--- config.mk ---
export PLATFORM = sky130hd
export DESIGN_NAME = portal_indication_arbiter
export DESIGN_NICKNAME = d
export VERILOG_FILES = /design/src/rtl/portal_indication_arbiter.sv
export SDC_FILE = /design/constraint.sdc
export NUM_CORES = 1
export LEC_CHECK = 0
export ABC_AREA = 0
export BUFFER_PORTS_ARGS = -buffer_cell sky130_fd_sc_hd__buf_4
export CAP_MARGIN = 20
export CORE_ASPECT_RATIO = 1.1
export CORE_UTILIZATION = 35
export CTS_BUF_LIST = sky130_fd_sc_hd__clkbuf_4 sky130_fd_sc_hd__clkbuf_8
export DETAILED_ROUTE_END_ITERATION = 7
export GPL_TIMING_DRIVEN = 0
export PLACE_DENSITY_LB_ADDON = 0.25
export SETUP_SLACK_MARGIN = 0.02
export SYNTH_ARGS = -nofsm -noshare
export SYNTH_HDL_FRONTEND = slang
export SYNTH_SLANG_ARGS = --single-unit
--- constraint.sdc ---
create_clock -name CLK -period 5 [get_ports CLK]
set_input_delay 0.5 -clock CLK [delete_from_list [all_inputs] [get_ports CLK]]
set_output_delay 0.5 -clock CLK [all_outputs]
set_load 0.02 [all_outputs]
--- src/rtl/portal_indication_arbiter.sv ---
// Multiplexes several indication sources onto one portal indication port:
// per-channel FIFOs feed a single head register through a round-robin scheduler.
module portal_indication_arbiter #(
    parameter int unsigned NUM_CHAN   = 2,
    parameter int unsigned DEPTH      = 4,
    parameter int unsigned DATA_WIDTH = 32
) (
    input  logic                           CLK,
    input  logic                           RST_N,
    input  logic [NUM_CHAN-1:0]            EN_chan_enq,
    input  logic [NUM_CHAN*DATA_WIDTH-1:0] chan_enq_v,
    output logic [NUM_CHAN-1:0]            RDY_chan_enq,
    input  logic                           EN_indications_0_deq,
    output logic                           RDY_indications_0_deq,
    output logic                           RDY_indications_0_notEmpty,
    output logic                           indications_0_notEmpty,
    output logic                           RDY_indications_0_first,
    output logic [DATA_WIDTH-1:0]          indications_0_first,
    output logic                           RDY_intr_status,
    output logic                           intr_status,
    output logic                           RDY_intr_channel,
    output logic [31:0]                    intr_channel,
    input  logic                           EN_intr_enable,
    input  logic                           intr_enable_v
);

    localparam int unsigned PW = (DEPTH > 1) ? $clog2(DEPTH) : 1;
    localparam int unsigned CW = PW + 1;
    localparam int unsigned GW = (NUM_CHAN > 1) ? $clog2(NUM_CHAN) : 1;
    localparam logic [CW-1:0] FULL_CNT = CW'(DEPTH);
    localparam logic [GW-1:0] LAST_CH  = GW'(NUM_CHAN - 1);

    logic [DATA_WIDTH-1:0] mem    [NUM_CHAN][DEPTH];
    logic [PW-1:0]         wr_ptr [NUM_CHAN];
    logic [PW-1:0]         rd_ptr [NUM_CHAN];
    logic [CW-1:0]         count  [NUM_CHAN];

    logic [NUM_CHAN-1:0]   not_full;
    logic [NUM_CHAN-1:0]   not_empty;
    logic [NUM_CHAN-1:0]   enq_ok;
    logic [NUM_CHAN-1:0]   pop;

    logic                  head_valid;
    logic [DATA_WIDTH-1:0] head_data;
    logic [GW-1:0]         head_chan;
    logic [GW-1:0]         last_grant;
    logic [GW-1:0]         grant;
    logic [GW-1:0]         cand;
    logic                  grant_found;
    logic                  load;
    logic                  deq_ok;
    logic                  intr_en_q;
    logic [DATA_WIDTH-1:0] grant_data;

    // Full/empty come from registered counts only, so no EN input reaches a RDY output.
    always_comb begin
        not_full  = '0;
        not_empty = '0;
        enq_ok    = '0;
        for (int unsigned i = 0; i < NUM_CHAN; i++) begin
            not_full[i]  = (count[i] != FULL_CNT);
            not_empty[i] = (count[i] != '0);
            enq_ok[i]    = EN_chan_enq[i] && not_full[i];
        end
    end

    // Scan last_grant+1, last_grant+2, ... wrapping; first non-empty channel wins.
    always_comb begin
        grant       = '0;
        cand        = '0;
        grant_found = 1'b0;
        for (int unsigned k = 1; k <= NUM_CHAN; k++) begin
            cand = GW'((32'(last_grant) + k) % NUM_CHAN);
            if (!grant_found && not_empty[cand]) begin
                grant       = cand;
                grant_found = 1'b1;
            end
        end
    end

    always_comb begin
        deq_ok     = EN_indications_0_deq && head_valid;
        load       = (!head_valid || deq_ok) && grant_found;
        grant_data = mem[grant][rd_ptr[grant]];
        pop        = '0;
        for (int unsigned i = 0; i < NUM_CHAN; i++) begin
            pop[i] = load && (grant == GW'(i));
        end
    end

    // Storage array carries no reset; emptiness is defined by the counts.
    always_ff @(posedge CLK) begin
        for (int unsigned i = 0; i < NUM_CHAN; i++) begin
            if (enq_ok[i]) begin
                mem[i][wr_ptr[i]] <= chan_enq_v[i*DATA_WIDTH +: DATA_WIDTH];
            end
        end
    end

    always_ff @(posedge CLK or negedge RST_N) begin
        if (!RST_N) begin
            for (int unsigned i = 0; i < NUM_CHAN; i++) begin
                wr_ptr[i] <= '0;
                rd_ptr[i] <= '0;
                count[i]  <= '0;
            end
        end else begin
            for (int unsigned i = 0; i < NUM_CHAN; i++) begin
                if (enq_ok[i]) begin
                    wr_ptr[i] <= wr_ptr[i] + 1'b1;
                end
                if (pop[i]) begin
                    rd_ptr[i] <= rd_ptr[i] + 1'b1;
                end
                case ({enq_ok[i], pop[i]})
                    2'b10:   count[i] <= count[i] + 1'b1;
                    2'b01:   count[i] <= count[i] - 1'b1;
                    default: count[i] <= count[i];
                endcase
            end
        end
    end

    // Head refills on the same edge it is dequeued, giving one word per cycle.
    always_ff @(posedge CLK or negedge RST_N) begin
        if (!RST_N) begin
            head_valid <= 1'b0;
            head_data  <= '0;
            head_chan  <= '0;
            last_grant <= LAST_CH;
        end else if (load) begin
            head_valid <= 1'b1;
            head_data  <= grant_data;
            head_chan  <= grant;
            last_grant <= grant;
        end else if (deq_ok) begin
            head_valid <= 1'b0;
        end
    end

    always_ff @(posedge CLK or negedge RST_N) begin
        if (!RST_N) begin
            intr_en_q <= 1'b0;
        end else if (EN_intr_enable) begin
            intr_en_q <= intr_enable_v;
        end
    end

    assign RDY_chan_enq               = not_full;
    assign RDY_indications_0_deq      = head_valid;
    assign RDY_indications_0_notEmpty = 1'b1;
    assign indications_0_notEmpty     = head_valid;
    assign RDY_indications_0_first    = head_valid;
    assign indications_0_first        = head_data;
    assign RDY_intr_status            = 1'b1;
    assign intr_status                = head_valid && intr_en_q;
    assign RDY_intr_channel           = 1'b1;
    assign intr_channel               = head_valid ? 32'(head_chan) : '1;

endmodule

==> impl_results.md, run 1 <==
* Outcome: completed
* Routed WL at 30100 µm
* Cells after DPL at 1353
* DRC Markers at 0
* Hold Vio Cnt, Final at 0
* IO Count at 144
* Post-CTS setup buffer count at 0
* Number of buffers created by CTS at 48
* Setup violators final at 0
* Worst Reg2Reg Path Length in Cells at 11
* Nature of the critical path startpoint: flop
* Slowest cell on crit path: dfstp_2
* Fin util at 43.5%
* ANT cells at 0
* Core ar. at 35200 µm²
* Worst Path Required at 5.49 ns
* Overall Global Routing Usage at 16.6%
* Setup TNS at 0 ns
* R2R Setup Slk at 2.33 ns
* Top Layer Used: met5
* DP HPWL at 19700 µm
* RSZ-0062 raised after global routing: no
* Sequential share of the synthesized area at 71.5%
* 1st-pass router iterations at 5
* Syn-to-layout area delta at 22.6%
* Critical path, cell by cell: o31a_1, nor2_4, buf_6, buf_2, nor2_1, ha_1, inv_1, fa_1, xor2_1, nor2_1, xor2_1
* Worst R2R End: count[5]
* Final period util at 53.4%
* Synth warn at 0
* Setup CP Type: flop to flop
* Place WS at 2.34 ns
* Clock Pin Slew Worst Setup and Hold Paths at 0.06 ns
* Die Height at 200 µm
* Worst R2R Start: last_grant
* Max-cap violation count at 0
* Synthesis-stage register bit count at 306
* Mapped Cells at 722
* TritonCTS Sinks at 306
* DR WL/cell at 20.9 µm
* Synthesized area per cell at 17.3 µm²
* Clock buffer depth at 3
* CP endpoint kind: flop
* Synth unique cells at 39
* Power per cell area at 612 nW/µm²
* Static Leak at 5.92 nW
* Top_reg_cell synth: edfxtp_1
* Remaining antenna violation count after routing at 0
* # rows at 72
* Initial drt markers at 390
* Slew @ Worst Pin at 1.02 ns
* Setup Skew at 0.0176 ns
* Post-CTS Hold Fix Bufs at 0
* Peak supply drop at 0.268 mV
* CTS resizes at 0
* Layout Nets at 1005
* Via-per-instance ratio at 4.85
* Final std cells w/o fill at 1441
* Antenna violations before repair at 1
* Die ar. at 36500 µm²
* Area of the mapped netlist at 12500 µm²
* Via count at 6982
* Number of synthesized flops with an enable pin at 256
* Crit-path max FO at 10
* Clk_lat worst skew at 0.57 ns
* Layout cells sized above 1 at 32.8%
* GPL Wtd Cong at 0.726
* Die width at 182 µm
* Worst Hold Class: input port to asynchronous set/reset pin
* Wire length on met1 at 13000 µm
* Fmax at 0.375 GHz
* Routed met2 length at 14800 µm
* Crit path DAT at 3.16 ns
* CTS tree: done
* CTS Root Buffer Type: clkbuf_8
* Largest net degree at the start of global routing at 51
* Slew headroom at 32.1%
* H-tree Lvls at 2
* Final worst slack at 2.33 ns
* Hold Slack at 0.00809 ns
* Pins Over Slew Limit at 0
* Met3 routed WL at 1670 µm
* First-pass GRT wire length at 44600 µm
* Post-synth ARST share at 16.3%
* Slowest Stage Delay on Critical Path at 0.58 ns
* Port-buffer cells at 140
* Starting Density at 35.5%
* Vias in the first global route at 7059
* Clock period minus worst slack at 2.67 ns
* Total congestion overflow at 0
stage by stage:
stage / total power, W / cell area [µm²]
global placement: 0.00722 / 14200
floorplan: 0.00604 / 12500
CTS: 0.00950 / 15300
finish: 0.00938 / 15300
detailed placement: 0.00736 / 14400
global route: 0.00989 / 15300
layout make-up:
| type | instances | area [µm²] |
|---|---|---|
| Sequential cell | 306 | 8940 |
| Tap cell | 481 | 602 |
| Multi-Input combinational cell | 324 | 3020 |
| Timing Repair Buffer | 148 | 1240 |
| Inverter | 14 | 52.6 |
| Buffer | 80 | 515 |
| Fill cell | 3125 | 19900 |
| Clock inverter | 21 | 143 |
| Clock buffer | 67 | 828 |
logic make-up (layout without fill, tap and decap cells):
family                     Yosys count  after routing  synth area share (%)
DFF                                306            306                  71.5
muxes                              132            132                  10.6
AOI/OAI and AO/OA                  104            104                  8.18
buffers and inverters               94            330                  4.54
and+or+nand+nor                     61             61                  3.02
adders and majority gates           12             12                  1.32
xor gates and xnor gates            12             12                 0.840
other                                1              3                0.0300
synthesized netlist by cell type (2+ instances only):
| library cell | n | share of area (%) |
|---|---|---|
| clkbuf_1 | 14 | 0.42 |
| ha_1 | 10 | 1.0 |
| and2_1 | 3 | 0.15 |
| edfxtp_1 | 256 | 61 |
| buf_2 | 16 | 0.64 |
| nand3_1 | 3 | 0.12 |
| a21oi_1 | 2 | 0.080 |
| buf_4 | 37 | 2.2 |
| buf_1 | 5 | 0.15 |
| nor2b_1 | 32 | 1.6 |
| a221o_1 | 32 | 2.6 |
| fa_1 | 2 | 0.32 |
| mux2_2 | 3 | 0.27 |
| a221oi_1 | 55 | 3.9 |
| and3_1 | 8 | 0.40 |
| nor2_1 | 4 | 0.12 |
| buf_6 | 7 | 0.63 |
| nand2b_1 | 2 | 0.10 |
| a221oi_2 | 9 | 1.1 |
| nand2_1 | 4 | 0.12 |
| dfrtp_1 | 49 | 9.8 |
| inv_1 | 14 | 0.42 |
| xnor2_1 | 7 | 0.49 |
| mux2i_1 | 129 | 10 |
| xor2_1 | 5 | 0.35 |
worst max-delay path by stage:
| stage | start | to | depth (start not counted) |
|---|---|---|---|
| finish | last_grant | count[5] | 11 |
| global route | last_grant | count[5] | 11 |
| CTS | last_grant | count[5] | 11 |
| detailed placement | count[4] | count[5] | 11 |
| global placement | count[3] | mem[0][38] | 3 |
| floorplan | last_grant | count[5] | 11 |
per-layer routing:
layer | global-route usage, % | vias up
met5 | 0 | -
met4 | 4.86 | 2
met3 | 3.55 | 51
met2 | 27.8 | 184
met1 | 21.5 | 3514
li1 | - | 3231
power breakdown:
part	switching (W)	total (W)	leakage [nW]	internal [W]
Clock	0.000955	0.00213	0.522	0.00117
Combinational	0.00208	0.00354	2.46	0.00146
Sequential	0.000265	0.00371	2.95	0.00345
sequential cells by signal, indices dropped and copies added (netlist names):
name,flops
last_grant,1
wr_ptr,4
head_chan,1
rd_ptr,4
intr_en_q,1
count,6
indications_0_first,32
mem,256
RDY_indications_0_deq,1
layout by cell type, fill, tap and decap left out, types with 10 or more instances in the layout:
cell type | synthesis | final
a221oi_1 | 55 | 55
clkbuf_8 | 0 | 52
clkbuf_1 | 14 | 14
mux2i_1 | 129 | 129
edfxtp_1 | 256 | 256
buf_2 | 16 | 16
a221o_1 | 32 | 32
dfrtp_1 | 49 | 49
buf_4 | 37 | 177
clkbuf_4 | 1 | 16
ha_1 | 10 | 10
clkinv_1 | 0 | 10
inv_1 | 14 | 14
nor2b_1 | 32 | 32
worst max-delay path: cells and delay by family (launching register included):
kind | cells | cell delay, ns
xor+xnor | 2 | 0.31
compound gates | 1 | 0.21
simple gates | 3 | 0.42
buf+inv | 3 | 0.47
fa+ha+maj | 2 | 0.61
flops | 1 | 0.58
Power figures use the tool's default switching activity.
==> run 2, diff against run 1 <==
==> constraint.sdc (replaced) <==
create_clock -name CLK -period 2.2 [get_ports CLK]
set_input_delay 0.22 -clock CLK [delete_from_list [all_inputs] [get_ports CLK]]
set_output_delay 0.22 -clock CLK [all_outputs]
set_load 0.02 [all_outputs]
==> run 2 against run 1 <==
  * Clock power grew to 2.5 times the previous value
  * Sequential share of layout area is 3.7 points lower
  * Global-route usage is 0.78 points higher
  * Sequential cell count stayed put
  * Via count is 6.4% higher
  * Wire length is 4.5% higher
  * Sequential power is 130% higher
  * Count of clock-buffer cells in the layout is 22 higher
  * Maximum frequency is 25% higher
  * Highest routed layer unchanged
==> impl_results.md, run 2 (synthesis gave the netlist of run 1 again) <==
* Slowest Stage Delay on Critical Path at 0.42 ns (-0.16 ns)
* # rows at 72 (unchanged)
* Commonest non-fill, non-tap cell in the layout: edfxtp_1
* 1st-pass router iterations at 5 (unchanged)
* Starting Density at 35.5% (unchanged)
* Die width at 182 µm (unchanged)
* Layout Nets at 1083 (+7.8%)
* Static Leak at 6.39 nW (+7.8%)
* Sw power at 0.00780 W (+140%)
* Via-per-instance ratio at 4.88 (+0.69%)
* Worst path most repeated cell: xor2_1
* Power per cell area at 1370 nW/µm² (+120%)
* Outcome: completed
* Worst Path Required at 2.62 ns (-2.87 ns)
* DRC Markers at 0 (unchanged)
* Hold Vio Cnt, Final at 0 (unchanged)
* Final std cells w/o fill at 1523 (+5.7%)
* Seq pwr share at 37.6% (-1.9 points)
* Crit path DAT at 2.55 ns (-0.61 ns)
* Peak supply drop at 0.741 mV (+180%)
* Routed WL at 31400 µm (+4.5%)
* Core ar. at 35200 µm² (unchanged)
* Total congestion overflow at 0 (unchanged)
* CP endpoint kind: flop
* Setup violators final at 0 (unchanged)
* Fmax at 0.469 GHz (+25%)
* Clock power share at 23.8% (+1.1 points)
* Number of buffers created by CTS at 50 (+4.2%)
* Overall Global Routing Usage at 17.4% (+0.78 points)
* Slew @ Worst Pin at 0.965 ns (-0.0543 ns)
* IO Count at 144 (unchanged)
* Fin util at 46.5% (+3.0 points)
* Syn-to-layout area delta at 31.0%
* Switching part of the total power at 34.8% (-0.45 points)
* Clock period minus worst slack at 2.13 ns (-0.537 ns)
* RSZ-0062 raised after global routing: yes
* Critical path, cell by cell: or3_4, buf_12, o21ai_4, nor2_4, ha_4, inv_2, fa_2, xor2_1, nor2_1, xor2_1
* First-pass GRT wire length at 46900 µm (+5.2%)
* Max-cap violation count at 0 (unchanged)
* Clock buffer depth at 3 (unchanged)
* Die Height at 200 µm (unchanged)
* Clock Pin Slew Worst Setup and Hold Paths at 0.06 ns (about the same)
* Cells after DPL at 1353 (unchanged)
* Internal at 0.0146 W (+140%)
* DP HPWL at 19900 µm (+1.0%)
* Port-buffer cells at 140 (unchanged)
* Total power draw at 0.0225 W (+140%)
* Vias in the first global route at 7674 (+8.7%)
* CTS tree: done
* Crit-path max FO at 10 (unchanged)
* DR WL/cell at 20.6 µm (-1.1%)
* Die ar. at 36500 µm² (unchanged)
* Largest net degree at the start of global routing at 51 (unchanged)
* ANT cells at 0 (unchanged)
* Pins Over Slew Limit at 0 (unchanged)
* Slew headroom at 35.7% (+3.6 points)
* Gate power share at 38.6% (+0.8 points)
* Buffers & Inverters on Critical Path at 2 (-1)
* Nature of the critical path startpoint: flop
* GPL Wtd Cong at 0.742 (+2.1%)
* Remaining antenna violation count after routing at 0 (unchanged)
* Via count at 7430 (+6.4%)
* Max FFs per register at 256 (unchanged)
* Initial drt markers at 585 (+50%)
* Worst Hold Class: input port to flop
* Delay-heaviest family, CP: simple AND/OR/NAND/NOR gates
* Antenna violations before repair at 1 (unchanged)
* H-tree Lvls at 2 (unchanged)
* TritonCTS Sinks at 306 (unchanged)
* CTS Root Buffer Type: clkbuf_8
* Layout cells sized above 1 at 36.1% (+3.3 points)
* Clk_lat worst skew at 0.58 ns (about the same)
* Setup Skew at 0.0416 ns (+0.0240 ns)
* Most frequent cells in the layout: edfxtp_1, buf_4, mux2i_1
* Slowest cell on crit path: dfrtp_1
* Final period util at 97.0% (+44 points)
* Setup CP Type: flop to flop
[run 2: cell count changes in the layout (fill, tap and decap cells not counted), sizes merged]
cell           before  now
buf               213  216
bufinv              2    1
clkbuf             82  106
clkdlybuf4s15       0    4
clkinv             19    4
clkinvlp            0    1
dlygate4sd3         0   67
inv                14   13
[run 2: power by group through the flow]
stage          Combinational, W  Sequential [W]  Clock [W]
2_1_floorplan           0.00507         0.00873          0
3_3_place_gp            0.00800         0.00859          0
3_5_place_dp            0.00835         0.00854          0
4_1_cts                 0.00873         0.00844    0.00546
5_1_grt                 0.00931         0.00858    0.00571
6_report                0.00866         0.00844    0.00535
[run 2: stage by stage]
step	area (µm²)	setup slack, ns	hold WS (ns)	TNS [ns]
after floorplan	12500	0.0173	-0.0756	0
final	16400	0.0670	0.0192	0
after global placement	14200	-0.726	0.355	-160.09
after detailed placement	14400	-0.245	0.372	-2.81
after CTS	16300	0.0182	0.0418	0
after global routing	16400	-0.0252	0.0111	-0.0413
[run 2: worst min-delay path, stage by stage]
cell	delay, ns
buf_4	0.10
and2_4	0.15
xnor2_1	0.06
[run 2: area by class of cell]
cell class,instances,area (µm²)
plain buffers,79,599
inverters,14,56.3
flip-flops and latches,306,8950
well taps,481,602
clock inverters,5,60.1
multi-input cells,324,3100
fillers,3132,18800
repair buffers,225,1960
clock buffers,89,1060
[run 2: path summary, 6_finish.rpt]
path,from,to,slack (ns),cells past startpoint
worst max-delay path,count[1],count[5],0.07,10
worst min-delay path,EN_chan_enq[1],wr_ptr[0],0.02,3
worst max register to register,count[1],count[5],0.07,10
worst min register to register,head_chan,head_chan,0.48,2
max in group asynchronous,RST_N,count[5],1.30,2
min in group asynchronous,RST_N,indications_0_first[26],0.26,2
[run 2: timing repair]
action,in CTS,in global routing
buffers inserted,10,0
setup endpoints to repair,66,67
hold buffers,67,0
pin swaps,7,10
cloned,0,0
resized for setup,24,43
endpoints found under the hold margin,306,0
[run 2: per-layer routing]
layer | vias to the layer above | share of wire [%] | global-route usage [%]
li1 | 3394 | - | -
met1 | 3700 | 42 | 22.5
met2 | 284 | 50 | 29.5
met3 | 50 | 6.2 | 3.16
met4 | 2 | 2.2 | 5.46
met5 | - | 0.032 | 0
